**config.mk**
```make
export PLATFORM = sky130hd
export DESIGN_NAME = bcd_score_counter
export DESIGN_NICKNAME = d
export VERILOG_FILES = /design/src/rtl/bcd_pkg.sv /design/src/rtl/bcd_digit.sv /design/src/rtl/bcd_score_counter.sv
export SDC_FILE = /design/constraint.sdc
export NUM_CORES = 1
export LEC_CHECK = 0
export CAP_MARGIN = 10
export CORE_MARGIN = 2
export CORE_UTILIZATION = 49
export CTS_CLUSTER_DIAMETER = 40
export DETAILED_ROUTE_END_ITERATION = 10
export PLACE_DENSITY_LB_ADDON = 0.2
export SYNTH_ARGS = -nofsm -noshare
export SYNTH_HDL_FRONTEND = slang
export SYNTH_HIERARCHICAL = 1
export SYNTH_SLANG_ARGS = --single-unit
```
**constraint.sdc**
```tcl
create_clock -name clk -period 2.7 [get_ports clk]
set_input_delay 0.54 -clock clk [delete_from_list [all_inputs] [get_ports clk]]
set_output_delay 0.54 -clock clk [all_outputs]
set_load 0.03 [all_outputs]
```
**src/rtl/bcd_pkg.sv**
```systemverilog
// Shared BCD types and helpers for the score counter and the segment decoder stage.
package bcd_pkg;

  typedef logic [3:0]  bcd_digit_t;
  typedef logic [11:0] bcd3_t;

  localparam bcd_digit_t BCD_MAX  = 4'd9;
  localparam bcd_digit_t BCD_ZERO = 4'd0;

  function automatic logic bcd_is_valid(input bcd_digit_t d);
    return (d <= BCD_MAX);
  endfunction

endpackage

```
**src/rtl/bcd_digit.sv**
```systemverilog
// One BCD digit of the +1/-1 chain: next digit plus carry/borrow toward the next digit up.
module bcd_digit
  import bcd_pkg::*;
(
  input  bcd_digit_t digit,
  input  logic       up,
  input  logic       down,
  output bcd_digit_t next,
  output logic       carry,
  output logic       borrow
);

  // Opposing steps cancel, so only a lone up or a lone down moves the digit.
  always_comb begin
    next   = digit;
    carry  = 1'b0;
    borrow = 1'b0;
    if (up && !down) begin
      if (digit >= BCD_MAX) begin
        next  = BCD_ZERO;
        carry = 1'b1;
      end else begin
        next = digit + 4'd1;
      end
    end else if (down && !up) begin
      if (digit == BCD_ZERO) begin
        next   = BCD_MAX;
        borrow = 1'b1;
      end else begin
        next = digit - 4'd1;
      end
    end else begin
      next = digit;
    end
  end

endmodule

```
**src/rtl/bcd_score_counter.sv**
```systemverilog
// Three-digit packed-BCD up/down counter with synchronized edge-triggered steps,
// clear, checked parallel load and saturate-or-wrap at the range limits.
module bcd_score_counter
  import bcd_pkg::*;
#(
  parameter bit          SATURATE    = 1'b1,
  parameter int unsigned SYNC_STAGES = 2
) (
  input  logic  clk,
  input  logic  reset,
  input  logic  inc,
  input  logic  dec,
  input  logic  clear,
  input  logic  load,
  input  bcd3_t load_value,
  output bcd3_t valor,
  output logic  wrap,
  output logic  load_err
);

  logic [SYNC_STAGES-1:0] inc_sync;
  logic [SYNC_STAGES-1:0] dec_sync;
  logic                   inc_hist;
  logic                   dec_hist;
  logic                   inc_evt;
  logic                   dec_evt;

  logic [3:0] up_chain;
  logic [3:0] dn_chain;
  bcd3_t      step_value;
  logic       load_ok;

  bcd3_t valor_next;
  logic  wrap_next;
  logic  load_err_next;

  // Input synchronizers plus the history flop used for rising-edge detection.
  always_ff @(posedge clk or posedge reset) begin
    if (reset) begin
      inc_sync <= '0;
      dec_sync <= '0;
      inc_hist <= 1'b0;
      dec_hist <= 1'b0;
    end else begin
      inc_sync <= {inc_sync[SYNC_STAGES-2:0], inc};
      dec_sync <= {dec_sync[SYNC_STAGES-2:0], dec};
      inc_hist <= inc_sync[SYNC_STAGES-1];
      dec_hist <= dec_sync[SYNC_STAGES-1];
    end
  end

  assign inc_evt = inc_sync[SYNC_STAGES-1] & ~inc_hist;
  assign dec_evt = dec_sync[SYNC_STAGES-1] & ~dec_hist;

  assign up_chain[0] = inc_evt;
  assign dn_chain[0] = dec_evt;

  // Units -> tens -> hundreds; the top carry/borrow flags a range overflow.
  for (genvar i = 0; i < 3; i++) begin : g_digit
    bcd_digit u_digit (
      .digit  (valor[4*i +: 4]),
      .up     (up_chain[i]),
      .down   (dn_chain[i]),
      .next   (step_value[4*i +: 4]),
      .carry  (up_chain[i+1]),
      .borrow (dn_chain[i+1])
    );
  end

  assign load_ok = bcd_is_valid(load_value[11:8]) &
                   bcd_is_valid(load_value[7:4])  &
                   bcd_is_valid(load_value[3:0]);

  // Priority: clear, load, then a lone step; simultaneous steps cancel.
  always_comb begin
    valor_next    = valor;
    wrap_next     = 1'b0;
    load_err_next = 1'b0;
    if (clear) begin
      valor_next = 12'h000;
    end else if (load) begin
      if (load_ok) begin
        valor_next = load_value;
      end else begin
        load_err_next = 1'b1;
      end
    end else if (inc_evt ^ dec_evt) begin
      if (up_chain[3] || dn_chain[3]) begin
        wrap_next  = 1'b1;
        valor_next = SATURATE ? valor : step_value;
      end else begin
        valor_next = step_value;
      end
    end else begin
      valor_next = valor;
    end
  end

  // Registered outputs.
  always_ff @(posedge clk or posedge reset) begin
    if (reset) begin
      valor    <= 12'h000;
      wrap     <= 1'b0;
      load_err <= 1'b0;
    end else begin
      valor    <= valor_next;
      wrap     <= wrap_next;
      load_err <= load_err_next;
    end
  end

endmodule

```
== After elaboration in Yosys (flattened, before gate mapping) ==
Cells that the tools add are included.
Operators by class
  shift operators: 0
  equal/unequal tests: 2
  multiplexer cells: 39
  divide/modulo/power cells: 0
  multipliers: 0
  bitwise operators: 7
  order comparisons: 6
  add/subtract/negate cells: 6
  reduce and logical (&&, ||, !) cells: 23
Operator list (number)
  2-to-1 mux 12 bit: 5
  2-to-1 mux 4 bit: 12
  2-to-1 mux 1 bit: 22
  adder 4 x 1 -> 4 bit (second input constant): 3
  greater-or-equal comparator 4 bit (second input constant): 3
  <= comparator 4 bit (second input constant): 3
  logical NOT 4 bit: 3
  AND reduction 4 bit: 3
  nonzero test 4 bit: 3
  subtractor 4 x 1 -> 4 bit (second input constant): 3
  logical AND 1 bit: 6
  logical NOT 1 bit: 6
  bitwise AND 1 bit: 4
  != test 3 x 2 -> 1 bit (second input constant): 1
  != test 3 bit (second input constant): 1
  nonzero test 3 bit: 1
  inverter 1 bit: 2
  logical OR 1 bit: 1
  XOR 1 bit: 1
Word-level totals
  memory bits (writable): 0
  output and inout bits: 14
  input bits: 18
  flip-flop bits (word level): 20
  memories kept: 0
  latch bits: 0
  bits in read-only memories: 0

== Longest topological paths before layout ==
Gate-level depths: netlist of run 1.
  depth in word-level cells: 18
  depth in mapped cells: 13
  gate-level depth less buffers: 11

== By module ==
The synthesis of run 1 kept the hierarchy.
By module, submodules not included
  bcd_score_counter: times used 1, area each 1028.5 sq um, cells each 78
  bcd_digit: times used 3, area each 320.3 sq um, cells each 45

== Worst setup path before layout of run 1 ==
Ideal clock, no wire load.
  kind: register to register
  from: reg valor[0]
  to: reg valor[0]
  setup time: 0.150 ns
  setup slack: -0.319 ns
  data arrival time: 2.869 ns
  cell stages (with the launch flop): 13
  period minus slack after synthesis: 3.019 ns
  cells stage by stage: dfrtp_1 inv_1 ha_1 or3b_4 and3_1 nor2b_1 and3_1 nor2b_1 and3_1 nor3_4 buf_2 a211oi_1 a211oi_2
On the way
  elaborated cells on any way between the ends: 34
  classes of those cells: add/sub (2); order compare (1); eq/ne (1); mux (19); reduce/logical (11)
RTL lines
  start: declaration: line bcd_score_counter.sv:16  | output bcd3_t valor,
  start signal: assignment: line bcd_score_counter.sv:106  | valor <= valor_next;
  greater-or-equal comparator 4 bit: line bcd_digit.sv:19  | if (digit >= BCD_MAX) begin
  2-to-1 mux 1 bit: line bcd_digit.sv:19
  2-to-1 mux 1 bit: line bcd_digit.sv:18  | if (up && !down) begin
  net up_chain[1]: line bcd_score_counter.sv:28  | logic [3:0] up_chain;
  logical AND 1 bit: line bcd_digit.sv:18
  2-to-1 mux 1 bit: line bcd_digit.sv:18
  net up_chain[2]: line bcd_score_counter.sv:28
  logical AND 1 bit: line bcd_digit.sv:18
  2-to-1 mux 1 bit: line bcd_digit.sv:18
  net up_chain[3]: line bcd_score_counter.sv:28
  logical OR 1 bit: line bcd_score_counter.sv:88  | if (up_chain[3] || dn_chain[3]) begin
  != test 3 bit (no source line)
  AND reduction 4 bit (no source line)
The timed path passes the listed nets, and every way through them passes these cells. The select of a mux whose other input is x is not followed.
A chain may end at the register's enable or synchronous reset.

== Worst setup path after layout of run 1 ==
  from: reg valor[0]
  to: reg valor[10]
On the way
  elaborated cells on any way between the ends: 30
  classes of those cells: order compare (1); eq/ne (1); mux (16); reduce/logical (12)
RTL lines
  greater-or-equal comparator 4 bit: line bcd_digit.sv:19
  2-to-1 mux 1 bit: line bcd_digit.sv:19
  2-to-1 mux 1 bit: line bcd_digit.sv:18
  net up_chain[1]: line bcd_score_counter.sv:28
  logical AND 1 bit: line bcd_digit.sv:18
  2-to-1 mux 1 bit: line bcd_digit.sv:18
  net up_chain[2]: line bcd_score_counter.sv:28
  logical AND 1 bit: line bcd_digit.sv:18
  2-to-1 mux 4 bit: line bcd_digit.sv:18
  net step_value[10]: line bcd_score_counter.sv:30  | bcd3_t step_value;
  2-to-1 mux 12 bit: line bcd_score_counter.sv:88
  2-to-1 mux 12 bit: line bcd_score_counter.sv:87  | end else if (inc_evt ^ dec_evt) begin
  2-to-1 mux 12 bit: line bcd_score_counter.sv:81  | end else if (load) begin
  2-to-1 mux 12 bit: line bcd_score_counter.sv:79  | if (clear) begin
The timed path passes the listed nets, and every way through them passes these cells. The select of a mux whose other input is x is not followed.

==> out/metrics.yaml, run 1 <==
yosys:
  synthArstFlopShare_pct: 100.0
  synth-simple-area-share_pct: 23.21
  synthesis.nets: 243
  synth_top_area_share_pct: 25.16
  synth_top_family_by_area: "compound AO/OA/AOI/OAI gates"
  syn-instance-count: 213
  synth_area_leaders: "dfrtp_1, ha_1, a211oi_1, a211oi_2, mux2i_1"
  ys_types: 39
  syn-mean-instance-area_um2: 9.340
  synth-xor-area-share_pct: 2.138
  ys_warn_count: 6
  synth_mux_area_share_pct: 6.038
  ys_seq_elements: 20
  synthAdderAreaFrac_pct: 7.547
  synth-edff-count: 0
  ys.flop_type: "dfrtp_1"
  synth_compound_area_share_pct: 26.73
  yosysTopAreaCell: "dfrtp_1"
  synth_seq_area_share_pct: 25.16
  synth_area_mm2: 0.001989
worst_setup_path:
  criticalPathCategory: "reg2reg"
  crit_end: "valor[10]"
  crit_path_start_kind: "register"
  cp.required_ns: 2.81
  r2r_start: "valor[0]"
  end_kind: "register"
  r2r_end: "valor[10]"
  reg2reg_setup_slack_ns: 0.07
  worst-endpoint-arrival_ns: 2.74
  cp-startpoint: "valor[0]"
  r2r_cells: 12
  cp_max_fo: 7
timing:
  rsz0062_at_grt: "true"
  skew_ns: 0.001348
  period_minus_slack_ns: 2.628
  max_slew_margin_pct: 50.36
  timing.fmax_ghz: 0.3805
  period_share_pct: 97.35
  tns_ns: 0
  hold_violations: 0
  hold_slack_ns: 0.3512
  maxSlewViolCount: 0
  finalSetupViolCount: 0
  tightestPinTransition_ns: 0.7423
global_route:
  grt_max_degree: 21
  antenna_found_initial: 0
  gr-total-overflow: 0
  grt_pass1_vias: 1641
  grt_use_total_pct: 22.64
  grt_pass1_wl_um: 7935
hold_path:
  hold_class: "reg2reg"
floorplan:
  io_pins: 32
  dieArea_mm2: 0.004586
  die_h_um: 67.72
  rows: 23
  core-area_mm2: 0.003943
  initial_core_util_pct: 50.46
  die_w_um: 67.72
layout:
  drive_gt1_share_pct: 33.08
  synthToLayoutAreaGrowth_pct: 32.14
  final_nets: 294
  final_cell_area_mm2: 0.002629
  fill_cells: 318
  final_cell_mix: "clkdlybuf4s50_1, buf_4, dfrtp_1"
  diodes: 0
  layout_commonest_cell: "clkdlybuf4s50_1"
route:
  drt_wl_total_um: 5044
  final_antenna_net_count: 0
  vias_per_cell: 5.863
  drtIter0Drc: 121
  route.vias.total: 1835
  wl_per_cell_um: 16.12
  remaining_drc_errors: 0
  dr.pass1.iters: 4
clocking:
  cts_max_level: 1
  cts_root_buf: "clkbuf_8"
  cts_sinks: 20
  clk_pin_slew_ns: 0.08
  holdBufCountCts: 0
  numCtsBuffers: 3
  clockBufferDepth: 2
  cts_tree: "done"
  insertion_delay_ns: 0.26
status:
  outcome: "finished clean"
pwr:
  peakVddDrop_mv: 0.3269
  power_density_mw_per_mm2: 464.5
  p_leak_uw: 0.001107
placed_design:
  gp_congestion: 0.8437
  port_buffers: 31
  hpwl_um: 3723
  dpl_cell_area_mm2: 0.002496
run:
  max_cap_violations: 0
[state kept, by name, indices dropped and copies added, names as in the netlist]
name	flops
dec_hist	1
dec_sync	2
inc_hist	1
inc_sync	2
load_err	1
valor	12
wrap	1
[per-layer routing]
layer	GRT usage, %	wire length [um]	vias up
met5	0	0	-
met4	1.531	7	0
met3	3.500	325	2
met2	35.17	2315	72
met1	34.33	2396	875
li1	-	-	886
[cell usage after synthesis, drive strengths merged (6+ instances only)]
master	count
a211oi	27
nor2b	8
a21oi	6
inv	17
nand2	7
nand2b	6
mux2i	12
dfrtp	20
buf	15
nor2	13
or3b	6
o21ai	6
ha	12
and3	9
[kinds of logic after synthesis]
kind of cell / count (synthesis)
fa+ha+maj: 12
flops: 20
buf+inv: 33
compound gates: 59
mux: 12
xor+xnor: 4
simple gates: 73
[worst min path at each step]
stage,slack (ns),cells past startpoint,end,startpoint
after floorplan,0.33,0,dec_sync[1],dec_sync[0]
after global placement,0.33,0,dec_sync[1],dec_sync[0]
after detailed placement,0.34,0,dec_sync[1],dec_sync[0]
after CTS,0.35,0,dec_sync[1],dec_sync[0]
after global routing,0.36,0,dec_sync[1],dec_sync[0]
final,0.35,0,dec_sync[1],dec_sync[0]
[area by class of cell]
cell class              instances  area [um2]  share of cell area, %
multi-input cells             161        1385                  52.69
inverters                      17       63.81                  2.427
repair buffers                 61       543.0                  20.66
flip-flops and latches         20       503.0                  19.13
clock buffers                   3       41.29                  1.571
well taps                      50       62.56                  2.380
clock inverters                 1       30.03                  1.142
[what timing repair did]
action | 4_1_cts | 5_1_grt
setup buffers | 0 | 1
cloned | 0 | 2
resized for setup | 1 | 10
pin swaps | 0 | 16
setup endpoints to repair | 12 | 12
[stage by stage]
step           worst slack [ns]  instances  utilization (%)  power (uW)
3_3_place_gp           -0.01933        306            63.31       902.0
5_1_grt                -0.01784        313            66.68        1283
2_1_floorplan           0.02120        213                -       734.5
3_5_place_dp           -0.07664        306            63.31       903.4
6_report                0.07160        313            66.68        1221
4_1_cts                 0.05312        310            65.15        1203
[worst max-delay path, stage by stage, from the launching register on]
cell and delay (ns):
dfrtp_2 0.44, inv_2 0.09, ha_4 0.12, or3b_4 0.37, and3_4 0.18, nor2b_4 0.12
and3_4 0.19, buf_4 0.14, nand2b_1 0.14, a21oi_2 0.05, a221o_2 0.40, mux2i_1 0.15
a211oi_2 0.09
[report_power, final]
part / switching (uW) / leakage (uW) / internal [uW]
registers: 36.6 / 0.000254 / 324
logic: 287 / 0.000818 / 275
clock network: 101 / 0.0000357 / 198
No activity file was read; power rests on OpenSTA's default activity.
==> run 2: changes to the inputs <==
Settings changed: CORE_MARGIN 2 to default, SKIP_LAST_GASP from default to 1, SLEW_MARGIN from default to 25.
==> run 2 against run 1 <==
  * Global-route usage is 3.3 points higher
  * Sequential share of layout area is 0.16 points higher
  * Clock skew hardly changed
  * Sequential power hardly changed
  * Critical endpoint unchanged
==> out/metrics.yaml, run 2 (same netlist as run 1, synthesis figures left out) <==
clocking:
  cts_max_level: 1  # unchanged
  cts_root_buf: "clkbuf_8"
  numCtsBuffers: 3  # unchanged
  holdBufCountCts: 0  # unchanged
  cts_sinks: 20  # unchanged
  insertion_delay_ns: 0.26  # about the same
  cts_tree: "done"
  clk_pin_slew_ns: 0.08  # about the same
  clockBufferDepth: 2  # unchanged
worst_setup_path:
  cp_max_fo: 6  # -1
  worst-endpoint-arrival_ns: 2.73  # about the same
  cp.required_ns: 2.81  # about the same
  criticalPathCategory: "reg2reg"
  end_kind: "register"
  crit_path_start_kind: "register"
placed_design:
  gp_congestion: 0.8764  # +3.9%
  port_buffers: 31  # unchanged
  pre_cts_slack_ns: -0.07259  # +0.004050 ns
  hpwl_um: 3777  # +1.5%
route:
  drt_wl_total_um: 5046  # about the same
  remaining_drc_errors: 0  # unchanged
  vias_per_cell: 5.945  # +1.4%
  wl_per_cell_um: 16.38  # +1.7%
  route.vias.total: 1831  # -0.22%
  dr.pass1.iters: 4  # unchanged
  final_antenna_net_count: 0  # unchanged
  drtIter0Drc: 125  # +3.3%
timing:
  hold_violations: 0  # unchanged
  period_minus_slack_ns: 2.612  # -0.01685 ns
  maxSlewViolCount: 0  # unchanged
  tns_ns: 0  # unchanged
  rsz0062_at_grt: "true"
  timing.fmax_ghz: 0.3829  # +0.65%
  skew_ns: 0.001687  # +0.0003387 ns
  finalSetupViolCount: 0  # unchanged
  period_share_pct: 96.72  # -0.62 points
  tightestPinTransition_ns: 0.7637  # +0.02133 ns
  layout_setup_ws_ns: 0.08846  # +0.01685 ns
  hold_slack_ns: 0.3516  # +0.0003970 ns
  max_slew_margin_pct: 49.03  # -1.3 points
layout:
  layout_commonest_cell: "clkdlybuf4s50_1"
  largest-register: "valor"
  top_regs: "valor: 12 flops, dec_sync: 2 flops, inc_sync: 2 flops"
  drive_gt1_share_pct: 32.69  # -0.39 points
  synthToLayoutAreaGrowth_pct: 31.07
  final_cell_mix: "clkdlybuf4s50_1, buf_4, dfrtp_1"
  fill_cells: 301  # -5.3%
  final_nets: 291  # -1.0%
  largest_register_ffs: 12  # unchanged
  diodes: 0  # unchanged
  final_util_pct: 69.14  # +2.5 points
pwr:
  power_density_mw_per_mm2: 466.9  # +0.51%
  total_power_uw: 1217  # -0.30%
  p_leak_uw: 0.001089  # -1.6%
  peakVddDrop_mv: 0.4360  # +33%
floorplan:
  rows: 22  # -4.3%
  io_pins: 32  # unchanged
  core-area_mm2: 0.003771  # -4.3%
  initial_core_util_pct: 52.75  # +2.3 points
  die_w_um: 65.72  # -3.0%
  die_h_um: 65.72  # -3.0%
  dieArea_mm2: 0.004319  # -5.8%
global_route:
  antenna_found_initial: 0  # unchanged
  gr-total-overflow: 0  # unchanged
  grt_pass1_wl_um: 8562  # +7.9%
  grt_pass1_vias: 1775  # +8.2%
  grt_use_total_pct: 25.91  # +3.3 points
  grt_max_degree: 21  # unchanged
run:
  max_cap_violations: 0  # unchanged
status:
  outcome: "finished clean"
hold_path:
  hold_class: "reg2reg"
## run 2: worst max-delay path, cell delays in order (launching register included)
cell,delay [ns]
dfrtp_2,0.44
inv_2,0.08
ha_4,0.13
or3b_4,0.37
and3_4,0.18
nor2b_4,0.12
and3_4,0.20
buf_4,0.15
nand2b_4,0.07
a21oi_2,0.04
a221o_2,0.39
mux2i_1,0.18
a211oi_2,0.10
## run 2: metal layers
layer | wire length, um | global-route usage [%] | vias to the layer above
met2 | 2492 | 42.73 | 44
li1 | - | - | 885
met3 | 154 | 2.951 | 6
met4 | 46 | 8.424 | 0
met5 | 0 | 0 | -
met1 | 2353 | 34.92 | 896
## run 2: cell type report
type | count | area [um2] | share of cell area (%)
Multi-Input combinational cell | 160 | 1381 | 52.97
Timing Repair Buffer | 59 | 528.0 | 20.25
Sequential cell | 20 | 503.0 | 19.29
Inverter | 17 | 63.81 | 2.447
Tap cell | 48 | 60.06 | 2.303
Clock buffer | 3 | 41.29 | 1.583
Clock inverter | 1 | 30.03 | 1.152
## run 2: path summary, 6_finish.rpt
kind,start,slack (ns),to,cells after the start
hold / removal,inc_sync[0],0.35,inc_sync[1],0
max in group asynchronous,reset,1.45,valor[1],2
setup / recovery,valor[0],0.09,valor[10],12
hold reg to reg,inc_sync[0],0.35,inc_sync[1],0
setup reg to reg,valor[0],0.09,valor[10],12
min in group asynchronous,reset,0.72,valor[9],2
## run 2: repair_timing
item                                    4_1_cts  5_1_grt
pin swaps                                     0       17
endpoints found under the setup margin       12       12
gates resized for setup                       1       12
setup buffers                                 0        1
cloned                                        0        1
## run 2: power breakdown
| part | switching (uW) | leakage (uW) | internal [uW] | total [uW] |
|---|---|---|---|---|
| sequential | 36.2 | 0.000254 | 324 | 360 |
| clock | 106 | 0.0000357 | 198 | 304 |
| combinational | 283 | 0.000800 | 270 | 553 |
| total | 425 | 0.00109 | 792 | 1220 |
## run 2: per-stage QoR
stage	instances	cell area (um2)
3_5_place_dp	302	2479
2_1_floorplan	213	2034
6_report	308	2608
5_1_grt	308	2608
3_3_place_gp	302	2479
4_1_cts	306	2551
==> run 3: changes to the inputs <==
Settings changed: CORE_MARGIN from default to 3.
==> run 3 against run 2 <==
  * Sequential power is essentially flat
  * Clock skew increased by 0.0014 ns
  * Flip-flop and latch count unchanged
  * Count of clock-buffer cells in the layout unchanged
  * Hold slack improved by 0.0078 ns
  * Final area up 2.9%
  * Clock power about the same
  * Sequential share of layout area is 0.55 points lower
  * Power grew 2.7%
  * Global-route usage is 4.6 points lower
  * Cell count rose by 1.9%
  * Critical path type unchanged
==> out/metrics.yaml, run 3 (same netlist as run 1, synthesis figures left out) <==
status:
  outcome: "finished clean"
timing:
  period_minus_slack_ns: 2.670  # +0.05878 ns
  rsz0062_at_grt: "true"
  timing.fmax_ghz: 0.3745  # -2.2%
  skew_ns: 0.003094  # +0.001407 ns
  hold_violations: 0  # unchanged
  tns_ns: 0  # unchanged
  tightestPinTransition_ns: 0.7533  # -0.01039 ns
  layout_setup_ws_ns: 0.02968  # -0.05878 ns
  period_share_pct: 98.90  # +2.2 points
  finalSetupViolCount: 0  # unchanged
  max_slew_margin_pct: 49.63  # +0.59 points
  maxSlewViolCount: 0  # unchanged
route:
  wl_per_cell_um: 16.99  # +3.7%
  drtIter0Drc: 163  # +30%
  remaining_drc_errors: 0  # unchanged
  route.vias.total: 1833  # +0.11%
  drt_wl_total_um: 5336  # +5.7%
  vias_per_cell: 5.838  # -1.8%
  final_antenna_net_count: 0  # unchanged
  dr.pass1.iters: 4  # unchanged
run:
  max_cap_violations: 0  # unchanged
hold_path:
  hold_class: "reg2reg"
  holdPathStages: 0  # unchanged
  min_from: "inc_sync[0]"
  min_to: "inc_sync[1]"
global_route:
  use_met2_pct: 30.19  # -13 points
  use_met1_pct: 31.71  # -3.2 points
  gr-total-overflow: 0  # unchanged
  grt_use_total_pct: 21.33  # -4.6 points
  grt_max_degree: 21  # unchanged
  antenna_found_initial: 0  # unchanged
  grt_busiest_layer: "met1"
  grt_pass1_vias: 1765  # -0.56%
  grt_pass1_wl_um: 8528  # -0.40%
  grt_use_met3_pct: 3.913  # +0.96 points
placed_design:
  pre_cts_slack_ns: -0.08839  # -0.01580 ns
  port_buffers: 31  # unchanged
  place_inst: 304  # +0.66%
  gp_congestion: 0.9392  # +7.2%
  hpwl_um: 3804  # +0.73%
layout:
  final_cell_mix: "buf_4, clkdlybuf4s50_1, dfrtp_1"
  synthToLayoutAreaGrowth_pct: 34.91
  final_nets: 297  # +2.1%
  largest-register: "valor"
  drive_gt1_share_pct: 35.71  # +3.0 points
  diodes: 0  # unchanged
  largest_register_ffs: 12  # unchanged
  top_regs: "valor: 12 flops, dec_sync: 2 flops, inc_sync: 2 flops"
  instances_no_fill: 314  # +1.9%
worst_setup_path:
  reg2reg_setup_slack_ns: 0.03  # -0.06 ns
  crit_path_start_kind: "register"
  worst-endpoint-arrival_ns: 2.84  # +0.11 ns
  r2r_end: "valor[4]"
  criticalPathCategory: "reg2reg"
  r2r_cells: 12  # unchanged
  cp.required_ns: 2.87  # +0.06 ns
  cp-startpoint: "valor[0]"
  r2r_start: "valor[0]"
  cp_max_fo: 6  # unchanged
  end_kind: "register"
floorplan:
  die_h_um: 69.72  # +6.1%
  rows: 22  # unchanged
  core-area_mm2: 0.003799  # +0.73%
  initial_core_util_pct: 52.37  # -0.38 points
  die_w_um: 69.72  # +6.1%
  io_pins: 32  # unchanged
  dieArea_mm2: 0.004861  # +13%
clocking:
  cts_sinks: 20  # unchanged
  insertion_delay_ns: 0.26  # about the same
  clk_pin_slew_ns: 0.08  # about the same
  cts_root_buf: "clkbuf_8"
  cts_max_level: 1  # unchanged
  numCtsBuffers: 3  # unchanged
  clockBufferDepth: 2  # unchanged
  cts_tree: "done"
  holdBufCountCts: 0  # unchanged
pwr:
  p_leak_uw: 0.001126  # +3.4%
  power_density_mw_per_mm2: 466.0  # -0.18%
  peakVddDrop_mv: 0.4681  # +7.4%
## run 3: power by group
group	internal (uW)	switching, uW	leakage, uW
logic	291	298	0.000836
clock network	198	105	0.0000357
registers	324	35.2	0.000254
## run 3: repair_timing
item	in CTS	in global routing
gates cloned	0	2
endpoints found under the setup margin	12	12
resized for setup	1	17
pin swaps	0	17
buffers inserted	0	4
## run 3: worst max-delay path by stage
| stage | endpoint | slack, ns |
|---|---|---|
| 6_report | valor[4] | 0.03 |
| 4_1_cts | valor[0] | 0.05 |
| 3_5_place_dp | valor[6] | -0.09 |
| 2_1_floorplan | valor[0] | 0.02 |
| 5_1_grt | valor[1] | -0.08 |
| 3_3_place_gp | valor[7] | -0.06 |
## run 3: cell type report
cell class | instances | area, um2
multi-input combinational | 161 | 1418
fill | 294 | 1115
timing repair buffer | 64 | 565.5
sequential | 20 | 503.0
inverter | 17 | 66.31
tap | 48 | 60.06
clock buffer | 3 | 41.29
clock inverter | 1 | 30.03
## run 3: critical path: stages (launching register included)
cell	delay, ns
dfrtp_2	0.44
inv_2	0.09
ha_4	0.13
or3b_4	0.37
and3_4	0.19
nor2b_4	0.13
and3_4	0.19
nor2b_4	0.12
and3_4	0.18
nor3_4	0.30
buf_6	0.18
a211oi_1	0.08
a211oi_2	0.19
## run 3: stage by stage
stage	utilization (%)	cell area, um2	total power, uW	hold slack, ns
2_1_floorplan	-	2034	734.5	0.3312
3_3_place_gp	65.65	2494	908.6	0.3317
3_5_place_dp	65.65	2494	910.3	0.3442
4_1_cts	67.56	2566	1216	0.3624
5_1_grt	70.65	2684	1321	0.3695
6_report	70.65	2684	1251	0.3595
## run 3: layer usage
metal	vias up	wire length [um]	part of all wire (%)
li1	897	-	-
met1	862	2617	49
met2	62	2301	43
met3	12	309	5.8
met4	0	108	2.0
met5	-	0	0
